File: src/rtl/aes_dec_scheduler.sv
// Key-load sequencer and credit-based block admission for the pipelined AES-128 decrypt core.
// Optional watchdog on stalled in-flight blocks: define AES_DEC_SCHED_TIMEOUT_EN.
//
// state    | meaning
// ---------+-----------------------------------------------------------
// IDLE     | no key active; key_ready high, waiting for a key
// KEY_LOAD | one-cycle core_key_valid pulse, wait counter loaded
// KEY_WAIT | counting out key-expansion latency
// RUN      | key active; blocks admitted while credits remain
// DRAIN    | new key pending; hold data until in-flight blocks retire
module aes_dec_scheduler #(
   parameter int DATA_W  = 128,
   parameter int KEY_L   = 128,
   parameter int KEY_LAT = 12,
   parameter int CREDITS = 16,
   parameter int CNT_W   = 5,
   parameter int TIMEOUT = 64
) (
   input  logic              clk,
   input  logic              reset,
   input  logic              key_valid,
   output logic              key_ready,
   input  logic [KEY_L-1:0]  key_in,
   input  logic              blk_valid,
   output logic              blk_ready,
   input  logic [DATA_W-1:0] blk_data,
   output logic              core_key_valid,
   output logic [KEY_L-1:0]  core_key,
   output logic              core_data_valid,
   output logic [DATA_W-1:0] core_data,
   input  logic              core_valid_out,
   input  logic              credit_return,
   output logic              key_loaded,
   output logic [CNT_W-1:0]  inflight,
   output logic              busy,
   output logic              err
);

   typedef enum logic [2:0] {
      IDLE,
      DRAIN,
      KEY_LOAD,
      KEY_WAIT,
      RUN
   } state_t;

   localparam int WAIT_W = (KEY_LAT > 2) ? $clog2(KEY_LAT) : 1;
   localparam logic [WAIT_W-1:0] WAIT_INIT = WAIT_W'(KEY_LAT - 1);
   localparam logic [CNT_W-1:0]  CREDITS_C = CNT_W'(CREDITS);

   if (TIMEOUT < 1 || (1 << CNT_W) <= CREDITS || KEY_LAT < 2) begin : g_bad_params
      $error("aes_dec_scheduler: illegal parameter set");
   end

   state_t             state, state_nxt;
   logic [WAIT_W-1:0]  wait_cnt, wait_nxt;
   logic [CNT_W-1:0]   credits, credits_nxt;
   logic [CNT_W-1:0]   inflight_q, inflight_nxt;
   logic [KEY_L-1:0]   core_key_q;
   logic [DATA_W-1:0]  core_data_q;
   logic               core_data_valid_q;
   logic               key_loaded_q;
   logic               err_q;

   logic key_rdy, blk_rdy, key_take, loaded_set, loaded_clr;
   logic issue, ret_ok, dec_ok, err_set;
   logic wd_fire;

`ifdef AES_DEC_SCHED_TIMEOUT_EN
   localparam int WD_W = $clog2(TIMEOUT + 1);
   logic [WD_W-1:0] wd_cnt;

   assign wd_fire = (inflight_q != '0) && !core_valid_out && (wd_cnt == WD_W'(TIMEOUT - 1));

   always_ff @(posedge clk) begin
      if (reset || wd_fire || core_valid_out || inflight_q == '0)
         wd_cnt <= '0;
      else
         wd_cnt <= wd_cnt + WD_W'(1);
   end
`else
   assign wd_fire = 1'b0;
`endif

   always_comb begin
      state_nxt  = state;
      wait_nxt   = wait_cnt;
      key_rdy    = 1'b0;
      blk_rdy    = 1'b0;
      key_take   = 1'b0;
      loaded_set = 1'b0;
      loaded_clr = 1'b0;
      case (state)
         IDLE: begin
            key_rdy = 1'b1;
            if (key_valid) begin
               key_take  = 1'b1;
               state_nxt = KEY_LOAD;
            end
         end
         KEY_LOAD: begin
            wait_nxt  = WAIT_INIT;
            state_nxt = KEY_WAIT;
         end
         KEY_WAIT: begin
            // Leave as the count reaches zero so blk_ready opens KEY_LAT cycles after the pulse.
            if (wait_cnt <= WAIT_W'(1)) begin
               wait_nxt   = '0;
               loaded_set = 1'b1;
               state_nxt  = RUN;
            end else begin
               wait_nxt = wait_cnt - WAIT_W'(1);
            end
         end
         RUN: begin
            blk_rdy = (credits != '0) && !key_valid;
            if (key_valid)
               state_nxt = DRAIN;
         end
         DRAIN: begin
            key_rdy = (inflight_q == '0);
            if (key_valid && inflight_q == '0) begin
               key_take   = 1'b1;
               loaded_clr = 1'b1;
               state_nxt  = KEY_LOAD;
            end else if (!key_valid) begin
               state_nxt = RUN;
            end
         end
         default: state_nxt = IDLE;
      endcase
      if (wd_fire) begin
         state_nxt  = IDLE;
         wait_nxt   = '0;
         key_take   = 1'b0;
         loaded_set = 1'b0;
         loaded_clr = 1'b1;
      end
   end

   assign issue   = blk_valid && blk_rdy;
   assign ret_ok  = credit_return && (credits != CREDITS_C);
   assign dec_ok  = core_valid_out && (inflight_q != '0);
   assign err_set = (credit_return && credits == CREDITS_C)
                 || (core_valid_out && inflight_q == '0)
                 || wd_fire;

   always_comb begin
      credits_nxt  = credits;
      inflight_nxt = inflight_q;
      if (issue && !ret_ok)
         credits_nxt = credits - CNT_W'(1);
      else if (!issue && ret_ok)
         credits_nxt = credits + CNT_W'(1);
      if (issue && !dec_ok)
         inflight_nxt = inflight_q + CNT_W'(1);
      else if (!issue && dec_ok)
         inflight_nxt = inflight_q - CNT_W'(1);
      if (wd_fire) begin
         credits_nxt  = CREDITS_C;
         inflight_nxt = '0;
      end
   end

   always_ff @(posedge clk) begin
      if (reset) begin
         state             <= IDLE;
         wait_cnt          <= '0;
         credits           <= CREDITS_C;
         inflight_q        <= '0;
         core_key_q        <= '0;
         core_data_q       <= '0;
         core_data_valid_q <= 1'b0;
         key_loaded_q      <= 1'b0;
         err_q             <= 1'b0;
      end else begin
         state             <= state_nxt;
         wait_cnt          <= wait_nxt;
         credits           <= credits_nxt;
         inflight_q        <= inflight_nxt;
         core_data_valid_q <= issue;
         if (key_take)
            core_key_q <= key_in;
         if (issue)
            core_data_q <= blk_data;
         if (loaded_clr)
            key_loaded_q <= 1'b0;
         else if (loaded_set)
            key_loaded_q <= 1'b1;
         if (err_set)
            err_q <= 1'b1;
      end
   end

   assign key_ready       = key_rdy;
   assign blk_ready       = blk_rdy;
   assign core_key_valid  = (state == KEY_LOAD);
   assign core_key        = core_key_q;
   assign core_data_valid = core_data_valid_q;
   assign core_data       = core_data_q;
   assign key_loaded      = key_loaded_q;
   assign inflight        = inflight_q;
   assign busy            = (state != IDLE) || (inflight_q != '0);
   assign err             = err_q;

endmodule

File: config.mk
export PLATFORM = sky130hd
export DESIGN_NAME = aes_dec_scheduler
export DESIGN_NICKNAME = d
export VERILOG_FILES = /design/src/rtl/aes_dec_scheduler.sv
export SDC_FILE = /design/constraint.sdc
export NUM_CORES = 1
export LEC_CHECK = 0
export BUFFER_PORTS_ARGS = -buffer_cell sky130_fd_sc_hd__buf_2
export CORE_AREA = 2 2 208 210
export DETAILED_ROUTE_END_ITERATION = 8
export DIE_AREA = 0 0 210 212
export GPL_ROUTABILITY_DRIVEN = 0
export GPL_TIMING_DRIVEN = 0
export PLACE_DENSITY = 0.58
export SLEW_MARGIN = 20
export SYNTH_ARGS = -nofsm -noshare
export SYNTH_HDL_FRONTEND = slang
export SYNTH_SLANG_ARGS = --single-unit
export TNS_END_PERCENT = 30
File: constraint.sdc
create_clock -name clk -period 3 [get_ports clk]
set_input_delay 0.45 -clock clk [delete_from_list [all_inputs] [get_ports clk]]
set_output_delay 0.45 -clock clk [all_outputs]
set_load 0.03 [all_outputs]
## Yosys cells after proc, flatten, opt, wreduce, memory -nomap -nowiden

Cells that the tools add are included.

| cells by class | value |
|---|---|
| add/subtract/negate cells | 5 |
| magnitude comparators | 1 |
| equality and inequality tests | 10 |
| muxes and demuxes | 20 |
| reduce and logical (&&, ||, !) cells | 27 |

Operators by type and width:

| cell | number |
|---|---|
| 5-bit two-way mux | 4 |
| 3-bit two-way mux | 5 |
| 3-bit one-hot mux with 5 select lines | 1 |
| 1-bit logical AND | 11 |
| 5-bit by 1-bit adder with 5-bit output (second input constant) | 2 |
| 5-bit nonzero test | 2 |
| 5-bit by 1-bit subtractor with 5-bit output (second input constant) | 2 |
| 4-bit one-hot mux with 2 select lines | 1 |
| 3-bit by 2-bit equality test with 1-bit output (second input constant) | 2 |
| 1-bit two-way mux | 6 |
| 2-bit != test (second input constant) | 3 |
| 2-bit nonzero test | 3 |
| 5-bit equality test (second input constant) | 1 |
| 5-bit logical NOT | 1 |
| 5-bit != test (second input constant) | 1 |
| 4-bit by 1-bit less-or-equal comparator with 1-bit output (second input constant) | 1 |
| 1-bit logical NOT | 4 |
| 4-bit two-way mux | 1 |
| 1-bit one-hot mux with 2 select lines | 2 |
| 4-bit AND reduction | 1 |
| 4-bit by 1-bit subtractor with 4-bit output (second input constant) | 1 |
| 3-bit by 1-bit equality test with 1-bit output (second input constant) | 1 |
| 3-bit equality test (second input constant) | 1 |
| 3-bit logical NOT | 1 |
| other kinds (4) | 5 |

| word-level totals | value |
|---|---|
| register bits | 276 |
| bits of input ports | 262 |
| output and inout bits | 268 |
| logic and storage cells | 72 |

## Logic depth before layout (Yosys ltp)

Gate-level depths: netlist (run 1).

| logic depth | value |
|---|---|
| depth in word-level cells | 8 |
| mapped depth | 11 |
| mapped depth without buffers | 10 |

## Worst setup path after synthesis (run 1)

No wires, ideal clock.

| timing | value |
|---|---|
| path kind | register to register |
| from | register credits[0] |
| to | register inflight_q[4] (netlist: inflight[4]) |
| setup time | 121 ps |
| arrival | 2870 ps |
| required time | 2879 ps |
| slack | 9 ps |
| stages on the path, launching flop included | 11 |
| path buffers | 1 |
| clock period less this slack | 2991 ps |
| cell sequence | dfxtp_1 or4_4 o211ai_4 inv_2 clkbuf_1 ha_1 fa_1 nand2b_1 a21oi_1 mux2i_1 mux2_2 |

| between the ends | value |
|---|---|
| word-level cells in the longest chain between the ends | 7 |
| elaborated cells on any way between the ends | 9 |
| those cells by class | mux: 2; reduce/logical: 7 |

Ends and longest elaborated chain:

| what | line | source |
|---|---|---|
| start, declared | 57 | `logic [CNT_W-1:0] credits, credits_nxt;` |
| start signal, assigned | 179 | `credits <= credits_nxt;` |
| 5-bit nonzero test (*) | 116 | `blk_rdy = (credits != '0) && !key_valid;` |
| 1-bit logical AND (*) | 116 |  |
| 1-bit two-way mux (*) | 93 | `case (state)` |
| 1-bit logical AND (*) | 141 | `assign issue = blk_valid && blk_rdy;` |
| via issue | 66 | `logic issue, ret_ok, dec_ok, err_set;` |
| 1-bit logical NOT | 157 | `else if (!issue && dec_ok)` |
| 1-bit logical AND | 157 |  |
| 2-bit nonzero test (no source line) | - |  |
| end signal, assigned | 180 | `inflight_q <= inflight_nxt;` |
| end, declared | 58 | `logic [CNT_W-1:0] inflight_q, inflight_nxt;` |

The timed path passes the listed nets; every way through them passes the cells marked *.
A chain may end at the register's enable or synchronous reset.

## Final worst setup path (run 1)

| timing | value |
|---|---|
| from | register credits[1] |
| to | register inflight_q[4] (netlist: inflight[4]) |

| between the ends | value |
|---|---|
| word-level cells in the longest chain between the ends | 7 |
| elaborated cells on any way between the ends | 9 |
| those cells by class | mux: 2; reduce/logical: 7 |

Ends and longest elaborated chain:

| what | line |
|---|---|
| 5-bit nonzero test (*) | 116 |
| 1-bit logical AND (*) | 116 |
| 1-bit two-way mux (*) | 93 |
| 1-bit logical AND (*) | 141 |
| 1-bit logical NOT | 157 |
| 1-bit logical AND | 157 |
| 2-bit nonzero test (no source line) | - |

Mark *: on every way between the ends. The rest lies on a longest branch, timed or not.

==> results of run 1 <==
==> stage by stage <==
step / setup TNS [ns] / setup WS, ns / hold WS (ns)
after floorplan: 0 / 0.00900 / 0.471
after global placement: -0.393 / -0.311 / 0.441
after detailed placement: -0.720 / -0.373 / 0.444
after CTS: 0 / 0.00367 / 0.0761
after global routing: 0 / 0.0253 / 0.101
final: 0 / 0.134 / 0.111
==> cell usage after synthesis, types with 2 or more instances <==
master and n:
a21o_1 2, a21oi_1 65, a21oi_2 80, a311oi_1 2, buf_12 9, buf_2 26
buf_4 3, buf_8 2, clkbuf_1 50, dfxtp_1 276, fa_1 2, ha_1 10
inv_1 5, mux2i_1 131, nand2_1 185, nand2_2 80, nand2b_1 258, nand3_1 5
nor2_1 27, nor2b_1 6, o211ai_1 2, o21ai_0 2, o22ai_1 2, or2_2 2
or4_1 3, xor2_1 3
==> power by group through the flow <==
stage	logic, mW	clock network, mW	registers [mW]
2_1_floorplan	1.16	0	4.84
3_3_place_gp	2.54	0	4.26
3_5_place_dp	2.57	0	4.27
4_1_cts	2.58	4.01	4.20
5_1_grt	2.75	4.13	4.24
6_report	2.54	3.89	4.20
==> sequential cells by signal (all words and copies together), names as in the netlist <==
register	count
core_data	128
core_data_valid	1
core_key	128
credits	5
err	1
inflight	5
key_loaded	1
state	3
wait_cnt	4
==> worst max-delay path: stages, from the launching register on <==
cell	delay, ns
dfxtp_1	0.36
or4_4	0.55
o211ai_4	0.23
clkinv_4	0.11
ha_2	0.22
fa_1	0.40
nand2b_1	0.16
a21oi_1	0.16
mux2i_1	0.23
mux2_2	0.34
==> worst paths after layout <==
path                               startpoint  depth (start not counted)              to
worst max-delay path               credits[1]                          9     inflight[4]
worst min-delay path            blk_data[127]                          3  core_data[127]
worst max register to register     credits[1]                          9     inflight[4]
worst min register to register  core_data[46]                          2   core_data[46]
==> metal layers <==
metal	vias up	wire (um)
met3	58	3460
li1	5226	-
met1	4799	15300
met2	382	19100
met4	14	768
met5	-	87
==> final cells by class <==
type,count,area share (%)
Clock inverter,5,0.676
Buffer,91,3.45
Sequential cell,276,33.9
Inverter,6,0.169
Timing Repair Buffer,531,16.4
Antenna cell,1,0.0154
Multi-Input combinational cell,887,35.6
Tap cell,546,4.19
Clock buffer,46,5.66
==> cell families (layout without fill, tap and decap cells) <==
group                      Yosys count  count (layout)  synth area share, %
and+or+nand+nor                    575             575                 26.0
DFF                                276             276                 46.4
AOI/OAI and AO/OA                  164             164                 9.93
muxes                              132             132                 11.1
buffers and inverters               98             679                 4.94
adders and majority gates           12              12                 1.39
xor gates and xnor gates             4               4                0.294
other                                0               1                    0
==> repair_timing <==
item | in CTS | in global routing
resized for setup | 1 | 3
hold buffers | 0 | 0
setup buffers | 1 | 2
setup endpoints to repair | 4 | 1
pin swaps | 1 | 1
==> impl_metrics.tcl, run 1 <==
set metrics [dict create \
    dpl.cell_count 2335 \
    vias 10500 \
    syn_area_sq_um 11900 \
    min_path_type "input port to flop" \
    netSwitchingFraction_pct 31.5 \
    initial_utilization_pct 28.0 \
    dpl-instance-area_sq_um 15200 \
    finalMaxSlewViolations 0 \
    ys_seq_area_share_pct 46.4 \
    dieHeight_um 212 \
    multi_input_area_sq_um 5800 \
    io_buffers 528 \
    area_growth_pct 36.8 \
    die_area_sq_um 44500 \
    finalSetupViolations 0 \
    endpoint_kind "flop" \
    grt_use_total_pct 16.6 \
    die_x_um 210 \
    grt_start_max_net_pins 16 \
    final_cells 2389 \
    ys.flop_type "dfxtp_1" \
    tightest_slew_ns 0.804 \
    ant_nets 0 \
    crit_fanout 5 \
    yosys.area.top_type_share_pct 46.4 \
    synthesis.nets 1535 \
    wire_per_inst_um 16.2 \
    final_nets 2098 \
    pwr-share-clk_pct 36.6 \
    clockBufferDepth 3 \
    ir_worst_vdd_mv 0.473 \
    cap_violations 0 \
    final_design_area_no_fill_sq_um 16300 \
    met2_usage_pct 30.3 \
    p_leak_nw 7.24 \
    totalPowerFinal_mw 10.6 \
    detail_route.wirelength_um 38600 \
    use_met3_pct 5.76 \
    cts_tree "built" \
    grt_antenna_before_repair 7 \
    cts.htree.levels 1 \
    min_period_ns 2.87 \
    skew_ns 0.0137 \
    root_buffer "clkbuf_16" \
    syn_inst 1261 \
    combPwrFrac_pct 23.9 \
    final_cell_mix "554 x buf_2, 275 x dfxtp_1, 258 x nand2b_1" \
    fmax_ghz 0.349 \
    fin_util_pct 38.3 \
    finalHoldViolCount 0 \
    synth_async_sr_flop_share_pct 0 \
    period_share_pct 95.5 \
    r2r_setup_slack_ns 0.13 \
    worstPathArrival_ns 3.33 \
    viasPerCell 4.39 \
    rsz0062_at_grt "no" \
    ys_types 49 \
    synth_warnings 0 \
    core_area_sq_um 42500 \
    pwr-share-seq_pct 39.5 \
    dr.pass1.iters 4 \
    drt-initial-drc-count 427 \
    timing_worst_setup_path_type "flop to flop" \
    boundaryPins 530 \
    synth_area_leader_cell "dfxtp_1" \
    cp.required_ns 3.47 \
    dp_hpwl_um 30500 \
    synthTopCellsByArea "dfxtp_1 46%, nand2b_1 14%, mux2i_1 11%" \
    num-fill-cells 4415 \
    seq_area_sq_um 5530 \
    top_usage_layer "met2" \
    ys_ff_latch 276 \
    grt_pass1_vias 10800 \
    final_common_cell "buf_2" \
    clkSinkCount 276 \
    clkLatencyLatePin_ns 0.57 \
    drive_gt1_share_pct 42.7 \
    status "finished, final reports clean" \
    synth_enable_flop_cells 0 \
    met1_usage_pct 18.2 \
    numCtsBuffers 31 \
    rows 76 \
    cellInternalPower_mw 7.28 \
    route.detailed.drc 0 \
    cp-start-kind "flop" \
    clk_pin_slew_worst_paths_ns 0.06 \
    synth_area_per_cell_sq_um 9.45 \
    overflow 0 \
    power.switching_mw 3.35 \
    powerDensity_nw_per_um2 652 \
    grt_pass1_wl_um 58700 \
    slew_headroom_pct 46.4 \
]
No activity file was read; power rests on OpenSTA's default activity.
==> run 2: changes to the inputs <==
--- a/config.mk
+++ b/config.mk
@@ -5,13 +5,14 @@
 export SDC_FILE = /design/constraint.sdc
 export NUM_CORES = 1
 export LEC_CHECK = 0
-export BUFFER_PORTS_ARGS = -buffer_cell sky130_fd_sc_hd__buf_2
+export BUFFER_PORTS_ARGS = -buffer_cell sky130_fd_sc_hd__buf_4
 export CORE_AREA = 2 2 208 210
 export DETAILED_ROUTE_END_ITERATION = 8
 export DIE_AREA = 0 0 210 212
 export GPL_ROUTABILITY_DRIVEN = 0
 export GPL_TIMING_DRIVEN = 0
 export PLACE_DENSITY = 0.58
+export REMOVE_ABC_BUFFERS = 1
 export SLEW_MARGIN = 20
 export SYNTH_ARGS = -nofsm -noshare
 export SYNTH_HDL_FRONTEND = slang
==> run 2 against run 1 <==
Worst setup slack worse by 0.072 ns. Maximum frequency decreased by 2.4%. Cell count fell by 2.4%.
==> impl_metrics.tcl, run 2 (same netlist as run 1, synthesis figures left out) <==
set metrics [dict create \
    status "finished, final reports clean" \
    final_nets 2034 \
    crit_chain "or4_4 > o211ai_4 > bufinv_16 > ha_1 > fa_2 > nand2b_1 > a21oi_2 > mux2i_2 > mux2_2" \
    skew_ns 0.0183 \
    tightest_slew_ns 0.732 \
    finalSetupViolations 0 \
    clk_pin_slew_worst_paths_ns 0.06 \
    crit_fanout 5 \
    grt_start_max_net_pins 193 \
    worstPathArrival_ns 3.34 \
    cp_slowest_stage_delay_ns 0.56 \
    min_path_type "input port to flop" \
    fmax_ghz 0.340 \
    met1_usage_pct 18.3 \
    period_share_pct 97.9 \
    route.detailed.drc 0 \
    top_usage_layer "met2" \
    dieHeight_um 212 \
    drt-initial-drc-count 433 \
    ir_worst_vdd_mv 0.392 \
    final_cell_mix "531 x buf_4, 274 x dfxtp_1, 258 x nand2b_1" \
    numCtsBuffers 35 \
    hold_buffers 0 \
    power.switching_mw 3.42 \
    dr.pass1.iters 4 \
    overflow 0 \
    core_area_sq_um 42500 \
    totalPowerFinal_mw 11.2 \
    rsz0062_at_grt "yes" \
    grt_use_total_pct 16.3 \
    cts.htree.levels 2 \
    dpl.cell_count 2265 \
    endpoint_kind "flop" \
    slew_headroom_pct 51.1 \
    rows 76 \
    multi_input_area_sq_um 5820 \
    root_buffer "clkbuf_16" \
    die_x_um 210 \
    timing_worst_setup_path_type "flop to flop" \
    finalMaxSlewViolations 0 \
    grt_antenna_before_repair 4 \
    num-fill-cells 4162 \
    dp_hpwl_um 27800 \
    finalHoldViolCount 0 \
    r2r_setup_slack_ns 0.06 \
    die_area_sq_um 44500 \
    path_buf_inv 1 \
    wire_per_inst_um 16.1 \
    cp.required_ns 3.41 \
    cap_violations 0 \
    grt_pass1_vias 10200 \
    use_met3_pct 7.03 \
    cts_tree "built" \
    combPwrFrac_pct 26.5 \
    area_growth_pct 49.3 \
    pwr-share-clk_pct 36.0 \
    vias 10200 \
    viasPerCell 4.37 \
    detail_route.wirelength_um 37600 \
    clockBufferDepth 3 \
    grt_pass1_wl_um 57300 \
    final_common_cell "buf_4" \
    io_buffers 529 \
    met2_usage_pct 27.7 \
    seq_area_sq_um 5530 \
    final_cells 2332 \
    ant_nets 0 \
    p_leak_nw 7.48 \
    cellInternalPower_mw 7.79 \
    hold-worst-slack_ns 0.166 \
    critical-path-slowest-cell "or4_4" \
    drive_gt1_share_pct 43.7 \
    initial_utilization_pct 28.0 \
    min_period_ns 2.94 \
    critPathTopFamily "simple AND/OR/NAND/NOR gates" \
    cp-start-kind "flop" \
    clkSinkCount 276 \
    powerDensity_nw_per_um2 631 \
    clkLatencyLatePin_ns 0.53 \
    netSwitchingFraction_pct 30.5 \
    pwr-share-seq_pct 37.5 \
    boundaryPins 530 \
]
## run 2: metal layers
metal	part of all wire [%]	vias up	wire length [um]
met5	0.032	-	12
met4	2.4	2	893
met3	10	51	3790
met2	48	373	18000
met1	40	4667	14900
li1	-	5095	-
## run 2: through the flow
step / instance area (sq um) / setup slack (ns) / setup TNS (ns) / utilization, %
6_report: 17800 / 0.0625 / 0 / 41.8
5_1_grt: 17800 / -0.0297 / -0.0297 / 41.8
4_1_cts: 17800 / 0.00389 / 0 / 41.8
3_5_place_dp: 16600 / -0.602 / -1.46 / 39.1
3_3_place_gp: 16000 / -11.19 / -2192.65 / 37.6
2_1_floorplan: 11300 / -7.19 / -1267.41 / -
## run 2: layout make-up
type / count / share of cell area, %
Antenna cell: 2 / 0.0282
Clock buffer: 55 / 6.04
Clock inverter: 6 / 0.183
Inverter: 6 / 0.274
Multi-Input combinational cell: 887 / 32.7
Sequential cell: 276 / 31.1
Tap cell: 546 / 3.84
Timing Repair Buffer: 553 / 25.8
Timing Repair inverter: 1 / 0.0493
## run 2: worst min-delay path, cell delays in order
cell and delay [ns]:
buf_4 0.11, nand2_1 0.04, a21oi_1 0.05
## run 2: what timing repair did
action,CTS,global route
gates cloned,1,0
endpoints found under the setup margin,6,17
pin swaps,1,2
gates resized for setup,5,2
buffers inserted,4,0
## run 2: path summary, 6_finish.rpt
kind,startpoint,end,cells after the start
worst min-delay path,blk_data[117],core_data[117],3
worst max-delay path,credits[0],inflight[4],9
worst max register to register,credits[0],inflight[4],9
worst min register to register,core_data[123],core_data[123],2
## run 2: power by group through the flow
stage	Sequential (mW)	Combinational, mW	Clock (mW)
finish	4.21	2.97	4.04
global route	4.24	3.17	4.36
detailed placement	4.28	2.97	0
floorplan	4.77	1.29	0
CTS	4.20	2.99	4.22
global placement	4.16	2.54	0
==> run 3: changes to the inputs <==
--- a/config.mk
+++ b/config.mk
@@ -6,12 +6,11 @@
 export NUM_CORES = 1
 export LEC_CHECK = 0
 export BUFFER_PORTS_ARGS = -buffer_cell sky130_fd_sc_hd__buf_4
-export CORE_AREA = 2 2 208 210
+export CORE_AREA = 2 2 209 211
 export DETAILED_ROUTE_END_ITERATION = 8
-export DIE_AREA = 0 0 210 212
-export GPL_ROUTABILITY_DRIVEN = 0
+export DIE_AREA = 0 0 211 213
 export GPL_TIMING_DRIVEN = 0
-export PLACE_DENSITY = 0.58
+export PLACE_DENSITY = 0.56
 export REMOVE_ABC_BUFFERS = 1
 export SLEW_MARGIN = 20
 export SYNTH_ARGS = -nofsm -noshare
==> constraint.sdc (replaced) <==
create_clock -name clk -period 2.8 [get_ports clk]
set_input_delay 0.42 -clock clk [delete_from_list [all_inputs] [get_ports clk]]
set_output_delay 0.42 -clock clk [all_outputs]
set_load 0.03 [all_outputs]
==> run 3 against run 2 <==
The run now ends with negative setup slack left. Critical endpoint unchanged. Sequential power grew 7.1%. First-iteration DRC count decreased by 13%. Core utilization rose by 0.14 points. Cell count rose by 0.13%. Combinational power up 8.4%. Via count grew 0.30%. Maximum frequency rose by 1.2%. Die area rose by 0.95%. Worst hold slack lost 0.026 ns. Critical path depth increased by 1. Wire length fell by 0.27%.
==> impl_metrics.tcl, run 3 (same netlist as run 1, synthesis figures left out) <==
set metrics [dict create \
    rows 76 \
    combPwrFrac_pct 26.3 \
    clockBufferDepth 3 \
    whs_path_depth 3 \
    detail_route.wirelength_um 37500 \
    finalMaxSlewViolations 0 \
    cp-start-kind "flop" \
    netSwitchingFraction_pct 30.2 \
    clk_pin_slew_worst_paths_ns 0.06 \
    clkLatencyLatePin_ns 0.52 \
    boundaryPins 530 \
    final_nets 2041 \
    pwr-share-clk_pct 36.8 \
    period_share_pct 104 \
    slew_headroom_pct 59.0 \
    area_growth_pct 50.4 \
    ir_worst_vdd_mv 0.436 \
    tightest_slew_ns 0.615 \
    min_path_type "input port to flop" \
    vias 10200 \
    power.switching_mw 3.70 \
    route.detailed.drc 0 \
    dr.pass1.iters 4 \
    grt_pass1_wl_um 56400 \
    n_antenna_cell 0 \
    dieHeight_um 213 \
    die_area_sq_um 44900 \
    root_buffer "clkbuf_16" \
    setup_slack_ns -0.104 \
    rsz0062_at_grt "yes" \
    overflow 0 \
    finalSetupViolations 1 \
    cellInternalPower_mw 8.53 \
    final_cell_mix "537 x buf_4, 274 x dfxtp_1, 257 x nand2b_1" \
    endpoint_kind "flop" \
    numCtsBuffers 35 \
    grt_antenna_before_repair 0 \
    hold_buffers 0 \
    gp_congestion 0.773 \
    skew_ns 0.0116 \
    clkSinkCount 276 \
    p_leak_nw 7.54 \
    cp_slowest_stage_delay_ns 0.56 \
    status "finished, violations left" \
    dpl-instance-area_sq_um 16600 \
    worstPathArrival_ns 3.32 \
    grt_use_total_pct 15.9 \
    crit_chain "or4_4 > o211ai_4 > clkbuf_16 > inv_16 > ha_4 > fa_2 > nand2b_4 > a21oi_4 > mux2i_1 > mux2_2" \
    dp_hpwl_um 27600 \
    critical-path-slowest-cell "or4_4" \
    crit_fanout 4 \
    cap_violations 0 \
    cp.required_ns 3.21 \
    num-fill-cells 4215 \
    wire_per_inst_um 16.1 \
    initial_utilization_pct 27.9 \
    finalHoldViolCount 0 \
    io_buffers 529 \
    worst-r2r-cell-count 10 \
    violations "negative setup slack" \
    viasPerCell 4.38 \
    core_area_sq_um 42700 \
    cts_tree "built" \
    die_x_um 211 \
    grt_start_max_net_pins 138 \
    seq_area_sq_um 5530 \
    ant_nets 0 \
    pwr-share-seq_pct 36.9 \
    pre_cts_ws_ns -0.912 \
    timing_worst_setup_path_type "flop to flop" \
    drt-initial-drc-count 378 \
    drive_gt1_share_pct 44.2 \
    multi_input_area_sq_um 5880 \
    cts.htree.levels 2 \
    powerDensity_nw_per_um2 682 \
    final_design_area_no_fill_sq_um 17900 \
    grt_pass1_vias 10200 \
    min_period_ns 2.90 \
    final_common_cell "buf_4" \
    fmax_ghz 0.344 \
]
## run 3: cell count changes in the layout (fill, tap and decap cells not counted), moves of 2 or more
| cell | before | now |
|---|---|---|
| diode_2 | 2 | 0 |
| buf_4 | 531 | 537 |
| dfxtp_4 | 0 | 2 |
| ha_4 | 0 | 4 |
| dfxtp_2 | 2 | 0 |
| ha_1 | 10 | 6 |
| clkinv_2 | 5 | 3 |
## run 3: area by class of cell
type | count | share of cell area (%)
clock buffers | 53 | 5.89
inverters | 6 | 0.216
repair buffers | 559 | 25.8
repair inverters | 2 | 0.0978
well taps | 546 | 3.81
multi-input cells | 887 | 32.8
clock inverters | 6 | 0.468
flip-flops and latches | 276 | 30.9
## run 3: worst max-delay path: cells and delay by family (launching register included)
family          cells  cell delay, ns
compound gates      2            0.40
mux                 2            0.59
buf+inv             2            0.25
simple gates        2            0.71
flops               1            0.34
fa+ha+maj           2            0.49
## run 3: what timing repair did
action	4_1_cts	5_1_grt
endpoints found under the hold margin	0	0
cloned	2	0
setup buffers	10	0
endpoints found under the setup margin	10	25
pin swaps	6	4
resized for setup	14	5
## run 3: through the flow
step	power (mW)	util, %	cells	hold slack, ns	TNS, ns
2_1_floorplan	6.40	-	1169	0.465	-1320.81
4_1_cts	12.4	41.9	2336	0.101	-0.143
3_3_place_gp	7.09	37.5	2244	0.443	-2225.78
6_report	12.2	42.0	2335	0.139	-0.104
5_1_grt	12.8	42.0	2335	0.119	-0.326
3_5_place_dp	7.75	38.9	2265	0.447	-4.20
## run 3: power groups by stage
| stage | sequential [mW] | combinational, mW | clock (mW) |
|---|---|---|---|
| floorplan | 5.07 | 1.33 | 0 |
| global placement | 4.45 | 2.65 | 0 |
| detailed placement | 4.59 | 3.16 | 0 |
| CTS | 4.51 | 3.23 | 4.66 |
| global route | 4.55 | 3.44 | 4.81 |
| finish | 4.51 | 3.22 | 4.50 |
## run 3: final timing paths
path | startpoint | to | slack, ns
worst max-delay path | credits[0] | inflight[4] | -0.10
worst min-delay path | blk_data[42] | core_data[42] | 0.14
worst max register to register | credits[0] | inflight[4] | -0.10
worst min register to register | core_data[4] | core_data[4] | 0.45
## run 3: per-layer routing
layer  up-vias  global-route usage, %  share of wire [%]
met5         -                      0                  0
met1      4685                   18.0                 40
met2       375                   26.3                 46
met3        53                   7.52                 11
li1       5106                      -                  -
met4         0                   5.51                2.7
